[src/rtl/axis_pkt_gen.sv]
// axis_pkt_gen: AXI-Stream ramp packet generator with a 2-entry registered skid buffer on the output.
// Optional define PKTGEN_TUSER_EN adds m_axis_tuser carrying the 0-based packet index.
module axis_pkt_gen #(
  parameter int DATA_WIDTH = 32,
  parameter int LEN_WIDTH  = 16
) (
  input  logic                  clk,
  input  logic                  reset,
  input  logic                  start,
  input  logic [LEN_WIDTH-1:0]  pkt_len,
  input  logic [LEN_WIDTH-1:0]  pkt_count,
  input  logic [DATA_WIDTH-1:0] init_value,
  input  logic [DATA_WIDTH-1:0] step,
  output logic [DATA_WIDTH-1:0] m_axis_tdata,
  output logic                  m_axis_tvalid,
  input  logic                  m_axis_tready,
  output logic                  m_axis_tlast,
  output logic                  busy,
  output logic                  done
`ifdef PKTGEN_TUSER_EN
  ,
  output logic [LEN_WIDTH-1:0]  m_axis_tuser
`endif
);
  localparam logic [0:0] S_IDLE = 1'b0;
  localparam logic [0:0] S_RUN  = 1'b1;
  localparam logic [LEN_WIDTH-1:0] L0 = '0;
  localparam logic [LEN_WIDTH-1:0] L1 = LEN_WIDTH'(1);
`ifdef PKTGEN_TUSER_EN
  localparam int PW = DATA_WIDTH + 2 + LEN_WIDTH;
`else
  localparam int PW = DATA_WIDTH + 2;
`endif

  logic [0:0]            r_state;
  logic [LEN_WIDTH-1:0]  r_len;
  logic [LEN_WIDTH-1:0]  r_cnt;
  logic [LEN_WIDTH-1:0]  r_beat;
  logic [LEN_WIDTH-1:0]  r_pkt;
  logic [DATA_WIDTH-1:0] r_init;
  logic [DATA_WIDTH-1:0] r_step;
  logic [DATA_WIDTH-1:0] r_data;
  logic                  r_gen_done;
  logic                  r_out_valid;
  logic [PW-1:0]         r_out;
  logic                  r_skid_valid;
  logic [PW-1:0]         r_skid;
  logic                  r_done;

  logic          w_start;
  logic          w_gen_fire;
  logic          w_last_beat;
  logic          w_last_pkt;
  logic          w_final;
  logic [PW-1:0] w_gen_pay;

  // Payload layout: {[user], final-beat-of-run, tlast, tdata}
  assign w_start     = (r_state == S_IDLE) && start && (pkt_len != L0) && (pkt_count != L0);
  assign w_gen_fire  = (r_state == S_RUN) && !r_gen_done && !r_skid_valid;
  assign w_last_beat = r_beat == r_len - L1;
  assign w_last_pkt  = r_pkt == r_cnt - L1;
  assign w_final     = r_out_valid && m_axis_tready && r_out[DATA_WIDTH+1];
`ifdef PKTGEN_TUSER_EN
  assign w_gen_pay    = {r_pkt, w_last_beat && w_last_pkt, w_last_beat, r_data};
  assign m_axis_tuser = r_out[PW-1 -: LEN_WIDTH];
`else
  assign w_gen_pay    = {w_last_beat && w_last_pkt, w_last_beat, r_data};
`endif

  assign m_axis_tdata  = r_out[DATA_WIDTH-1:0];
  assign m_axis_tlast  = r_out[DATA_WIDTH];
  assign m_axis_tvalid = r_out_valid;
  assign busy          = r_state == S_RUN;
  assign done          = r_done;

  always_ff @(posedge clk) begin
    if (reset) begin
      r_state      <= S_IDLE;
      r_len        <= L0;
      r_cnt        <= L0;
      r_beat       <= L0;
      r_pkt        <= L0;
      r_init       <= '0;
      r_step       <= '0;
      r_data       <= '0;
      r_gen_done   <= 1'b0;
      r_out_valid  <= 1'b0;
      r_out        <= '0;
      r_skid_valid <= 1'b0;
      r_skid       <= '0;
      r_done       <= 1'b0;
    end else begin
      r_done <= w_final;
      if (w_start) begin
        r_state    <= S_RUN;
        r_len      <= pkt_len;
        r_cnt      <= pkt_count;
        r_init     <= init_value;
        r_step     <= step;
        r_data     <= init_value;
        r_beat     <= L0;
        r_pkt      <= L0;
        r_gen_done <= 1'b0;
      end else if (w_final) begin
        r_state <= S_IDLE;
      end
      if (w_gen_fire) begin
        r_beat     <= w_last_beat ? L0 : r_beat + L1;
        r_data     <= w_last_beat ? r_init : r_data + r_step;
        r_pkt      <= w_last_beat ? r_pkt + L1 : r_pkt;
        r_gen_done <= w_last_beat && w_last_pkt;
      end
      // Generator only advances while the skid slot is free, so tready never reaches an output combinationally
      if (!r_out_valid || m_axis_tready) begin
        r_out_valid  <= r_skid_valid || w_gen_fire;
        r_out        <= r_skid_valid ? r_skid : w_gen_pay;
        r_skid_valid <= 1'b0;
      end else if (w_gen_fire) begin
        r_skid       <= w_gen_pay;
        r_skid_valid <= 1'b1;
      end
    end
  end
endmodule

[config.mk]
export PLATFORM = sky130hd
export DESIGN_NAME = axis_pkt_gen
export DESIGN_NICKNAME = d
export VERILOG_FILES = /design/src/rtl/axis_pkt_gen.sv
export SDC_FILE = /design/constraint.sdc
export NUM_CORES = 1
export LEC_CHECK = 0
export ABC_AREA = 0
export BUFFER_PORTS_ARGS = -buffer_cell sky130_fd_sc_hd__buf_2
export CAP_MARGIN = 20
export CELL_PAD_IN_SITES_DETAIL_PLACEMENT = 1
export CELL_PAD_IN_SITES_GLOBAL_PLACEMENT = 1
export CORE_UTILIZATION = 40
export CTS_CLUSTER_SIZE = 40
export DETAILED_ROUTE_END_ITERATION = 7
export HOLD_SLACK_MARGIN = 0.02
export PLACE_DENSITY_LB_ADDON = 0.15
export SYNTH_ARGS = -nofsm -noshare
export SYNTH_HDL_FRONTEND = slang
export SYNTH_SLANG_ARGS = --single-unit
export TNS_END_PERCENT = 100
[constraint.sdc]
create_clock -name clk -period 2.61 [get_ports clk]
set_input_delay 0.6525 -clock clk [delete_from_list [all_inputs] [get_ports clk]]
set_output_delay 0.6525 -clock clk [all_outputs]
set_load 0.02 [all_outputs]
Word level (Yosys, flattened, before mapping) --
Index checks and enable logic that the tools add are counted. W data, S select, Z words.
Operators by class: muxes and demuxes 13, $add $sub $neg 5, equality and inequality tests 3, bitwise operators 2, reductions and logical operators 20
Operator list (count):
- $mux W32 | 3
- $mux W16 | 5
- $mux W34 | 1
- $add A16 B1 Y16 const B | 2
- $add A32 B32 Y32 | 1
- $eq A16 B16 Y1 | 2
- $reduce_bool A16 Y1 | 2
- $sub A16 B1 Y16 const B | 2
- $logic_and A1 B1 Y1 | 8
- $mux W1 | 4
- $reduce_and A2 Y1 | 2
- $reduce_bool A2 Y1 | 2
- $logic_not A1 Y1 | 3
- $logic_or A1 B1 Y1 | 2
- $ne A2 B1 Y1 const B | 1
- $not A1 Y1 | 2
- $reduce_or A2 Y1 | 1
Word-level totals: output and inout bits 36, bits of input ports 100, word-level logic and storage cells 57, flip-flop bits (word level) 233

Longest topological paths before layout --
word-level depth 6, depth in mapped cells 13, gate-level depth less buffers 11

Worst setup path before layout --
Ideal clock, no wire load.
path type reg2reg, start reg r_len[0], end reg r_pkt[15], arrival 2740 ps, clock period less this slack 2810 ps, cell stages (with the launch flop) 13, library setup time 70 ps, data required time 2540 ps, path buffers 2, setup slack -200 ps, cell sequence dfxtp_1 > inv_1 > ha_1 > buf_2 > nor4b_4 > nand2_1 > o311a_1 > nor4_1 > and3_1 > buf_4 > nand2_4 > or4_1 > a21oi_1
Between the ends: longest elaborated chain between the ends 4
Ends and longest elaborated chain:
- start, declared | line 36 | logic [LEN_WIDTH-1:0] r_len;
- start signal, assigned | line 96 | r_len <= pkt_len;
- $sub A16 B1 Y16 | line 60 | assign w_last_beat = r_beat == r_len - L1;
- $eq A16 B16 Y1 | line 60
- $ne A2 B1 Y1 (no line)
- $reduce_and A2 Y1 (no line)
- end signal, assigned | line 110 | r_pkt <= w_last_beat ? r_pkt + L1 : r_pkt;
- end, declared | line 39 | logic [LEN_WIDTH-1:0] r_pkt;
Every way passes these cells. A chain may end at the register's enable or synchronous reset.

Worst setup path in the final report --
start reg r_len[0], end reg r_gen_done
Between the ends: longest elaborated chain between the ends 4
Ends and longest elaborated chain:
- $sub A16 B1 Y16 | line 60
- $eq A16 B16 Y1 | line 60
- $logic_and A1 B1 Y1 | line 111 | r_gen_done <= w_last_beat && w_last_pkt;
- $mux W1 | line 107 | if (w_gen_fire) begin
- end signal, assigned | line 111
- end, declared | line 43 | logic r_gen_done;
Every way passes these cells.

==> flow_metrics.py <==
metrics = {
    "floorplanning": {
        "die_h_um": 176,
        "die_w_um": 176,
        "die_area_sq_um": 31000,
        "ios": 136,
        "core_sq_um": 29700,
        "initial_core_util_pct": 40.8,
        "placementRows": 63,
    },
    "cts": {
        "cts_tree": "built",
        "cts_buffers": 27,
        "clk_latency_ps": 540,
        "cts.sinks": 233,
        "path_clk_slew_ps": 60,
        "cts.path.max_buffers": 3,
        "htreeDepth": 1,
        "cts-root-buf": "clkbuf_16",
    },
    "cells_and_area": {
        "drive_gt1_share_pct": 25.5,
        "nNetsFinal": 1846,
        "finish.utilization_pct": 52.3,
        "layout_commonest_cell": "nand2_1",
        "area_growth_pct": 28.3,
        "fin_cells": 2120,
        "final_cell_mix": "nand2_1, dfxtp_1, a21oi_1",
    },
    "placement": {
        "placed_cells": 2054,
        "gp_congestion": 0.887,
        "dp_hpwl_mm": 27.7,
        "io_buffers": 135,
    },
    "power": {
        "p_int_mw": 6.83,
        "power.share.clock_pct": 39.9,
        "combinationalPowerShare_pct": 19.3,
        "p_seq_share_pct": 40.8,
        "switching_share_pct": 28.6,
        "peakVddDrop_uv": 588,
        "switching_power_mw": 2.73,
        "power.leakage_nw": 6.43,
        "p_per_area_nw_per_um2": 616,
    },
    "timing": {
        "rsz0062_at_grt": "yes",
        "maxSlewHeadroom_pct": 52.7,
        "period_share_pct": 105,
        "slew_viol_final": 0,
        "max_clock_freq_mhz": 366,
        "hold_slack_ps": 350,
        "finalHoldViolCount": 0,
        "finalSetupViolations": 36,
        "layout_setup_ws_ps": -119,
        "tns_ps": -1990,
        "tightest_slew_ps": 710,
        "final.min_clock_period_ps": 2730,
        "fin_skew_ps": 8.69,
    },
    "route": {
        "dr.pass1.iters": 6,
        "drc": 0,
        "vias": 11700,
        "wl_per_cell_um": 18.5,
        "vias_per_cell": 5.50,
        "routed_wl_mm": 39.3,
        "antenna_left": 0,
        "drtIter0Drc": 603,
    },
    "logic_synthesis": {
        "synth.yosys.seq_area_share_pct": 38.5,
        "ys.flop_type": "dfxtp_1",
        "synth-seq-cells": 233,
        "ys_types": 71,
        "synth.net_count": 1656,
        "syn_area_sq_um": 12100,
        "synth_edf_count": 0,
        "syn_inst": 1520,
        "async_flop_share_pct": 0,
        "synth.avg_cell_area_sq_um": 7.97,
        "yosysWarnings": 0,
    },
    "global_routing": {
        "antenna_found_initial": 0,
        "grt_start_max_net_pins": 118,
        "grt_overflow": 0,
        "gr-usage-all-layers_pct": 24.8,
        "first_global_vias": 12000,
        "grt_first_pass_wirelength_mm": 62.2,
    },
    "job": {
        "drv_cap": 0,
    },
    "status": {
        "violations": "setup timing",
        "status": "finished, violations left",
    },
    "setup_path": {
        "startpoint_type": "flip-flop",
        "arrival_ps": 3210,
        "path_class": "flip-flop to flip-flop",
        "worstSetupEndpointType": "flip-flop",
        "cp.required_ps": 3090,
        "worstPathMaxFanout": 3,
    },
    "worst_hold_path": {
        "hold_path_class": "primary input to flip-flop",
    },
}
==> path summary, 6_finish.rpt <==
path,cells past startpoint,start,slack [ps],to
max,11,r_len[0]$_SDFFE_PP0P_,-120,r_gen_done$_SDFFE_PP0P_
min,3,step[11],350,r_step[11]$_SDFFE_PP0P_
max reg2reg,11,r_len[0]$_SDFFE_PP0P_,-120,r_gen_done$_SDFFE_PP0P_
min reg2reg,2,r_skid[12]$_SDFFE_PP0P_,450,r_skid[12]$_SDFFE_PP0P_
==> timing repair <==
action	in CTS	in global routing
endpoints found under the hold margin	0	0
gates resized for setup	84	53
pin swaps	28	33
endpoints found under the setup margin	59	67
gates cloned	3	0
hold buffers	0	0
buffers inserted	10	4
==> synth_stat cells (17+ instances only) <==
cell,number,area (sq um)
dfxtp_1,233,4660
a211oi_1,41,308
ha_1,35,438
buf_4,35,263
inv_1,18,67.6
a21o_1,19,143
nor4_1,23,144
o21ai_0,46,230
and3_1,23,144
xor2_1,39,342
nor3_1,21,105
a21oi_1,197,986
xnor2_1,41,359
clkbuf_1,73,274
buf_1,17,63.8
nor2_1,95,357
nand2_1,303,1140
nand3_1,18,90.1
mux2i_1,44,440
==> state kept, by name, summed over array words and instances (netlist names) <==
signal / cells
r_skid: 34
r_init: 32
r_skid_valid: 1
done: 1
m_axis_tvalid: 1
r_beat: 16
r_cnt: 16
r_gen_done: 1
r_step: 32
r_pkt: 16
busy: 1
r_len: 16
r_out: 34
r_data: 32
==> final cells by class <==
cell class	instances	area [sq um]
diodes	1	2.50
clock buffers	39	791
clock inverters	9	104
fillers	3586	14200
inverters	18	67.6
multi-input cells	1140	7350
flip-flops and latches	233	4670
well taps	390	488
repair buffers	290	2070
==> metal layers <==
| layer | vias to the layer above | part of all wire [%] | GRT usage, % |
|---|---|---|---|
| li1 | 5704 | - | - |
| met4 | 0 | 2.9 | 7.54 |
| met2 | 209 | 47 | 41.0 |
| met3 | 61 | 3.4 | 2.91 |
| met1 | 5690 | 47 | 33.5 |
| met5 | - | 0 | 0 |
==> critical path: stages (launching register included) <==
cell	delay [ps]
dfxtp_2	330
inv_2	40
ha_4	260
xor2_1	180
o211ai_1	190
or4_4	550
nor4_4	160
nand4_1	280
a21oi_1	180
nor4b_2	200
buf_4	170
a2bb2o_4	110
==> cells by family after synthesis <==
group	Yosys count	share of synthesized area (%)
and+or+nand+nor	567	21.6
buffers and inverters	147	5.68
DFF	233	38.5
adders and majority gates	36	3.78
AOI/OAI and AO/OA	410	20.7
xor gates and xnor gates	80	5.78
muxes	47	3.91
==> per-stage QoR <==
stage	instance area (sq um)	total power [mW]	setup WS, ps
floorplan	12200	5.01	-23.3
global placement	13900	5.60	-179
detailed placement	13900	5.65	-328
CTS	15200	9.56	-134
global route	15500	9.98	-241
finish	15500	9.57	-119
==> power by group through the flow <==
stage / combinational, mW / clock [mW] / sequential [mW]
floorplan: 1.07 / 0 / 3.94
global placement: 1.63 / 0 / 3.97
detailed placement: 1.67 / 0 / 3.98
CTS: 1.77 / 3.90 / 3.90
global route: 2.01 / 4.04 / 3.93
finish: 1.84 / 3.82 / 3.91
(Power assumes the default switching activity.)
